--- src/rtl/mac_op_driver.sv ---
// mac_op_driver: drives one systolic-array MAC unit from an FP16 operand stream and returns
// single or chained dot-product results. Define MAC_OP_DRIVER_PERF_EN to build the perf counters.
module mac_op_driver #(
  parameter int MAC_LATENCY = 3,
  parameter int CNT_W       = 16
) (
  input  logic             clk,
  input  logic             nRST,
  input  logic             op_valid,
  output logic             op_ready,
  input  logic [15:0]      op_value,
  input  logic [15:0]      op_weight,
  input  logic [15:0]      op_acc,
  input  logic             op_first,
  input  logic             op_last,
  output logic             mac_start,
  output logic [15:0]      mac_in_value,
  output logic [15:0]      mac_weight,
  output logic [15:0]      mac_in_accumulate,
  input  logic [15:0]      mac_out_accumulate,
  output logic             res_valid,
  input  logic             res_ready,
  output logic [15:0]      res_data,
  output logic             busy,
  output logic [CNT_W-1:0] perf_ops,
  output logic [CNT_W-1:0] perf_stall
);

  typedef enum logic [1:0] {IDLE, ISSUE, WAIT, OUT} state_t;

  localparam logic [3:0] CntLoad = 4'(MAC_LATENCY - 1);

  state_t      state_q, state_d;
  logic [15:0] value_q, value_d;
  logic [15:0] weight_q, weight_d;
  logic [15:0] accIn_q, accIn_d;
  logic [15:0] accum_q, accum_d;
  logic [15:0] resData_q, resData_d;
  logic        last_q, last_d;
  logic        chainActive_q, chainActive_d;
  logic [3:0]  cnt_q, cnt_d;

  always_ff @(posedge clk or negedge nRST) begin
    if (!nRST) begin
      state_q       <= IDLE;
      value_q       <= '0;
      weight_q      <= '0;
      accIn_q       <= '0;
      accum_q       <= '0;
      resData_q     <= '0;
      last_q        <= 1'b0;
      chainActive_q <= 1'b0;
      cnt_q         <= '0;
    end else begin
      state_q       <= state_d;
      value_q       <= value_d;
      weight_q      <= weight_d;
      accIn_q       <= accIn_d;
      accum_q       <= accum_d;
      resData_q     <= resData_d;
      last_q        <= last_d;
      chainActive_q <= chainActive_d;
      cnt_q         <= cnt_d;
    end
  end

  // Operand registers only load on IDLE->ISSUE, so the MAC sees stable inputs while in flight.
  always_comb begin
    state_d       = state_q;
    value_d       = value_q;
    weight_d      = weight_q;
    accIn_d       = accIn_q;
    accum_d       = accum_q;
    resData_d     = resData_q;
    last_d        = last_q;
    chainActive_d = chainActive_q;
    cnt_d         = cnt_q;
    case (state_q)
      IDLE: begin
        if (op_valid) begin
          value_d  = op_value;
          weight_d = op_weight;
          last_d   = op_last;
          accIn_d  = (op_first || !chainActive_q) ? op_acc : accum_q;
          state_d  = ISSUE;
        end
      end
      ISSUE: begin
        cnt_d   = CntLoad;
        state_d = WAIT;
      end
      WAIT: begin
        if (cnt_q == 4'd0) begin
          accum_d = mac_out_accumulate;
          if (last_q) begin
            resData_d     = mac_out_accumulate;
            chainActive_d = 1'b0;
            state_d       = OUT;
          end else begin
            chainActive_d = 1'b1;
            state_d       = IDLE;
          end
        end else begin
          cnt_d = cnt_q - 4'd1;
        end
      end
      OUT: begin
        if (res_ready) state_d = IDLE;
      end
      default: state_d = IDLE;
    endcase
  end

  assign op_ready          = (state_q == IDLE);
  assign mac_start         = (state_q == ISSUE);
  assign res_valid         = (state_q == OUT);
  assign busy              = (state_q != IDLE);
  assign mac_in_value      = value_q;
  assign mac_weight        = weight_q;
  assign mac_in_accumulate = accIn_q;
  assign res_data          = resData_q;

`ifdef MAC_OP_DRIVER_PERF_EN
  logic [CNT_W-1:0] perfOps_q, perfStall_q;

  always_ff @(posedge clk or negedge nRST) begin
    if (!nRST) begin
      perfOps_q   <= '0;
      perfStall_q <= '0;
    end else begin
      if (state_q == WAIT && cnt_q == 4'd0) perfOps_q <= perfOps_q + CNT_W'(1);
      if (state_q == OUT && !res_ready) perfStall_q <= perfStall_q + CNT_W'(1);
    end
  end

  assign perf_ops   = perfOps_q;
  assign perf_stall = perfStall_q;
`else
  assign perf_ops   = '0;
  assign perf_stall = '0;
`endif

endmodule

--- config.mk ---
export PLATFORM = sky130hd
export DESIGN_NAME = mac_op_driver
export DESIGN_NICKNAME = d
export VERILOG_FILES = /design/src/rtl/mac_op_driver.sv
export SDC_FILE = /design/constraint.sdc
export NUM_CORES = 1
export LEC_CHECK = 0
export ABC_AREA = 1
export ABC_CLOCK_PERIOD_IN_PS = 1300
export BUFFER_PORTS_ARGS = -buffer_cell sky130_fd_sc_hd__clkbuf_2
export CORE_MARGIN = 10
export CORE_UTILIZATION = 43
export DETAILED_ROUTE_END_ITERATION = 6
export PLACE_DENSITY = 0.78
export SYNTH_ARGS = -nofsm -noshare
export SYNTH_HDL_FRONTEND = slang
export SYNTH_SLANG_ARGS = --single-unit
--- constraint.sdc ---
create_clock -name clk -period 1.3 [get_ports clk]
set_input_delay 0.13 -clock clk [delete_from_list [all_inputs] [get_ports clk]]
set_output_delay 0.13 -clock clk [all_outputs]
set_load 0.05 [all_outputs]
==> flow_metrics.py <==
metrics = {
    "die": {
        "rows": 35,
        "die_area_mm2": 0.0136,
        "die_y_um": 117,
        "ioPinCount": 170,
        "die_x_um": 117,
        "start_util_pct": 43.8,
        "fp.coreArea_mm2": 0.00915,
    },
    "clock_tree": {
        "clk_pin_slew_ns": 0.09,
        "cts_tree": "done",
        "cts_buffers": 9,
        "clockBufferDepth": 2,
        "insertion_delay_ns": 0.35,
        "clock-sinks": 88,
        "htreeDepth": 3,
        "cts_root_buf": "clkbuf_8",
    },
    "logic_synthesis": {
        "synth_top_area_share_pct": 54.9,
        "syn_area_mm2": 0.00401,
        "ys_seq_area_share_pct": 54.9,
        "synthTopCellsByArea": "dfrtp_1 55%, nand2_1 23%, buf_4 6.7%, nand3_1 3.2%, o211ai_1 3.0%",
        "synth-edff-count": 0,
        "synth.most_common_cell": "nand2_1",
        "synthCells": 479,
        "yosys_warnings": 0,
        "syn_area_per_cell_um2": 8.37,
        "yosys_register_bits": 88,
        "synth_cell_types": 21,
        "synth_ff_type": "dfrtp_1",
        "synth_commonest_cells": "246 x nand2_1, 88 x dfrtp_1, 36 x buf_4",
        "synthDominantAreaCellType": "dfrtp_1",
        "synthArstFlopShare_pct": 100,
    },
    "setup_path": {
        "r2r_start": "cnt_q[1]$_DFFE_PN0P_",
        "start_kind": "flop",
        "r2r_cells": 8,
        "critPathCaptureType": "flop",
        "required_ns": 1.59,
        "arrival_ns": 1.65,
        "cp_max_fo": 8,
        "worst-setup-path-type": "reg2reg",
        "cp-startpoint": "cnt_q[1]$_DFFE_PN0P_",
    },
    "pwr": {
        "internal-power_uw": 8140,
        "clock_power_share_pct": 11.3,
        "p_leak_uw": 0.00347,
        "p_switching_uw": 9180,
        "power.density_mw_per_mm2": 2800,
        "switching_share_pct": 53.0,
        "power_frac_seq_pct": 29.1,
        "power.share.combinational_pct": 59.7,
        "ir_drop_v": 0.00197,
    },
    "sta": {
        "fin_crit_sh_pct": 104,
        "report.final.slew_viol_count": 0,
        "rsz0062_at_grt": "yes",
        "slew_headroom_pct": 64.3,
        "hold_slack_ns": 0.00930,
        "finalHoldViolCount": 0,
        "period_minus_slack_ns": 1.36,
        "worst_pin_slew_ns": 0.536,
        "skew_ns": 0.00885,
        "setup_viol": 58,
        "setup_ws_ns": -0.0578,
        "fmax_mhz": 736,
    },
    "drt": {
        "wire_per_inst_um": 16.8,
        "avgViaCountPerCell": 4.74,
        "vias": 3775,
        "drt_iter0_drc": 203,
        "finalWirelength_um": 13400,
        "first_pass_iters": 4,
        "ant_nets": 0,
        "drc": 0,
    },
    "min_path": {
        "hp-class": "in2reg",
        "hold_start": "mac_out_accumulate[12]",
        "whs_path_depth": 3,
    },
    "status": {
        "status": "complete, but fails checks",
        "violations": "setup timing",
    },
    "final_layout": {
        "final_util_pct": 67.5,
        "final_nets": 754,
        "drive_gt1_share_pct": 43.4,
        "nFillCells": 697,
        "num_antenna_cells": 0,
        "synthToLayoutAreaGrowth_pct": 54.2,
    },
    "run": {
        "drv_cap": 0,
    },
    "grt": {
        "grt_max_degree": 89,
        "grt_usage_pct": 17.0,
        "gr-total-overflow": 0,
        "grt_pass1_wl_um": 18400,
        "antenna_found_initial": 0,
        "grt_pass1_vias": 3847,
    },
    "place": {
        "gp_congestion": 0.852,
        "hpwl_um": 7740,
        "numPortBuffers": 137,
    },
}
layout make-up:
cell class / count / area, µm² / share of cell area, %
clock buffers: 10 / 138 / 2.23
clock inverters: 5 / 63.8 / 1.03
inverters: 32 / 135 / 2.19
multi-input cells: 341 / 1850 / 30.0
flip-flops and latches: 88 / 2200 / 35.6
well taps: 111 / 139 / 2.25
repair buffers: 208 / 1630 / 26.3
repair inverters: 2 / 22.5 / 0.365
through the flow:
| step | total power (µW) | std cells | setup WS, ns | area (µm²) | setup TNS [ns] |
|---|---|---|---|---|---|
| floorplan | 11200 | 510 | -0.000562 | 4160 | -0.000562 |
| global placement | 13100 | 719 | -0.0133 | 4760 | -0.0133 |
| detailed placement | 13300 | 719 | -0.0298 | 4760 | -0.242 |
| CTS | 15900 | 781 | -0.0481 | 5560 | -0.212 |
| global route | 18400 | 797 | -0.132 | 6180 | -6.46 |
| finish | 17300 | 797 | -0.0578 | 6180 | -1.55 |
cells in the final DEF, fill, tap and decap left out, types with 5 or more instances in the layout:
cell / netlist / routed
clkbuf_16: 0 / 8
conb_1: 1 / 32
buf_6: 4 / 8
buf_12: 0 / 9
nand2_2: 4 / 71
inv_1: 29 / 24
dfrtp_1: 88 / 88
nand3_1: 26 / 21
nand2_1: 246 / 160
nand3_2: 0 / 5
clkbuf_8: 0 / 10
o211ai_1: 16 / 16
inv_2: 2 / 6
clkbuf_2: 0 / 132
dlygate4sd3_1: 0 / 39
buf_4: 36 / 10
nand2_4: 1 / 20
flip-flops by register name (all words and copies together) (netlist names):
name,count
state_q,2
accum_q,16
mac_weight,16
res_data,16
cnt_q,4
last_q,1
mac_in_accumulate,16
chainActive_q,1
mac_in_value,16
layer usage:
metal	GRT usage, %	up-vias	share of wire, %
li1	-	1810	-
met2	29.6	149	53
met1	18.4	1792	37
met5	0	-	0
met4	8.15	0	2.0
met3	5.08	24	7.9
path summary, 6_finish.rpt:
check / endpoint / slack [ns]
max: res_data[1]$_DFFE_PN0P_ / -0.06
min: accum_q[12]$_DFFE_PN0P_ / 0.009
max reg2reg: res_data[1]$_DFFE_PN0P_ / -0.06
min reg2reg: mac_in_value[13]$_DFFE_PN0P_ / 0.48
max in group asynchronous: mac_in_value[2]$_DFFE_PN0P_ / 0.60
min in group asynchronous: mac_in_value[13]$_DFFE_PN0P_ / 0.32
power by group through the flow:
| stage | logic (µW) | registers (µW) | clock network, µW |
|---|---|---|---|
| finish | 10300 | 5030 | 1950 |
| global placement | 8190 | 4870 | 0 |
| global route | 11000 | 5210 | 2120 |
| floorplan | 2950 | 8230 | 0 |
| CTS | 8990 | 4920 | 1990 |
| detailed placement | 8370 | 4910 | 0 |
critical path, cell delays in order, from the launching register on:
cell,delay (ns)
dfrtp_1,0.39
inv_2,0.09
ha_4,0.15
nand2_4,0.07
nor2_4,0.14
buf_12,0.15
clkbuf_16,0.16
nand3_1,0.07
nand2_1,0.08
logic make-up after synthesis:
group / after synthesis / share of synthesized area [%]
DFF: 88 / 54.9
buffers and inverters: 84 / 12.3
xor gates and xnor gates: 1 / 0.219
adders and majority gates: 2 / 0.624
other: 1 / 0.0936
AOI/OAI and AO/OA: 19 / 3.37
and+or+nand+nor: 284 / 28.4
repair_timing:
action	4_1_cts	5_1_grt
hold buffers	39	0
setup endpoints to repair	35	72
cloned	3	11
resized for setup	27	125
pin swaps	11	57
hold endpoints to repair	127	0
buffers inserted	5	6
No activity file was read; power rests on OpenSTA's default activity.
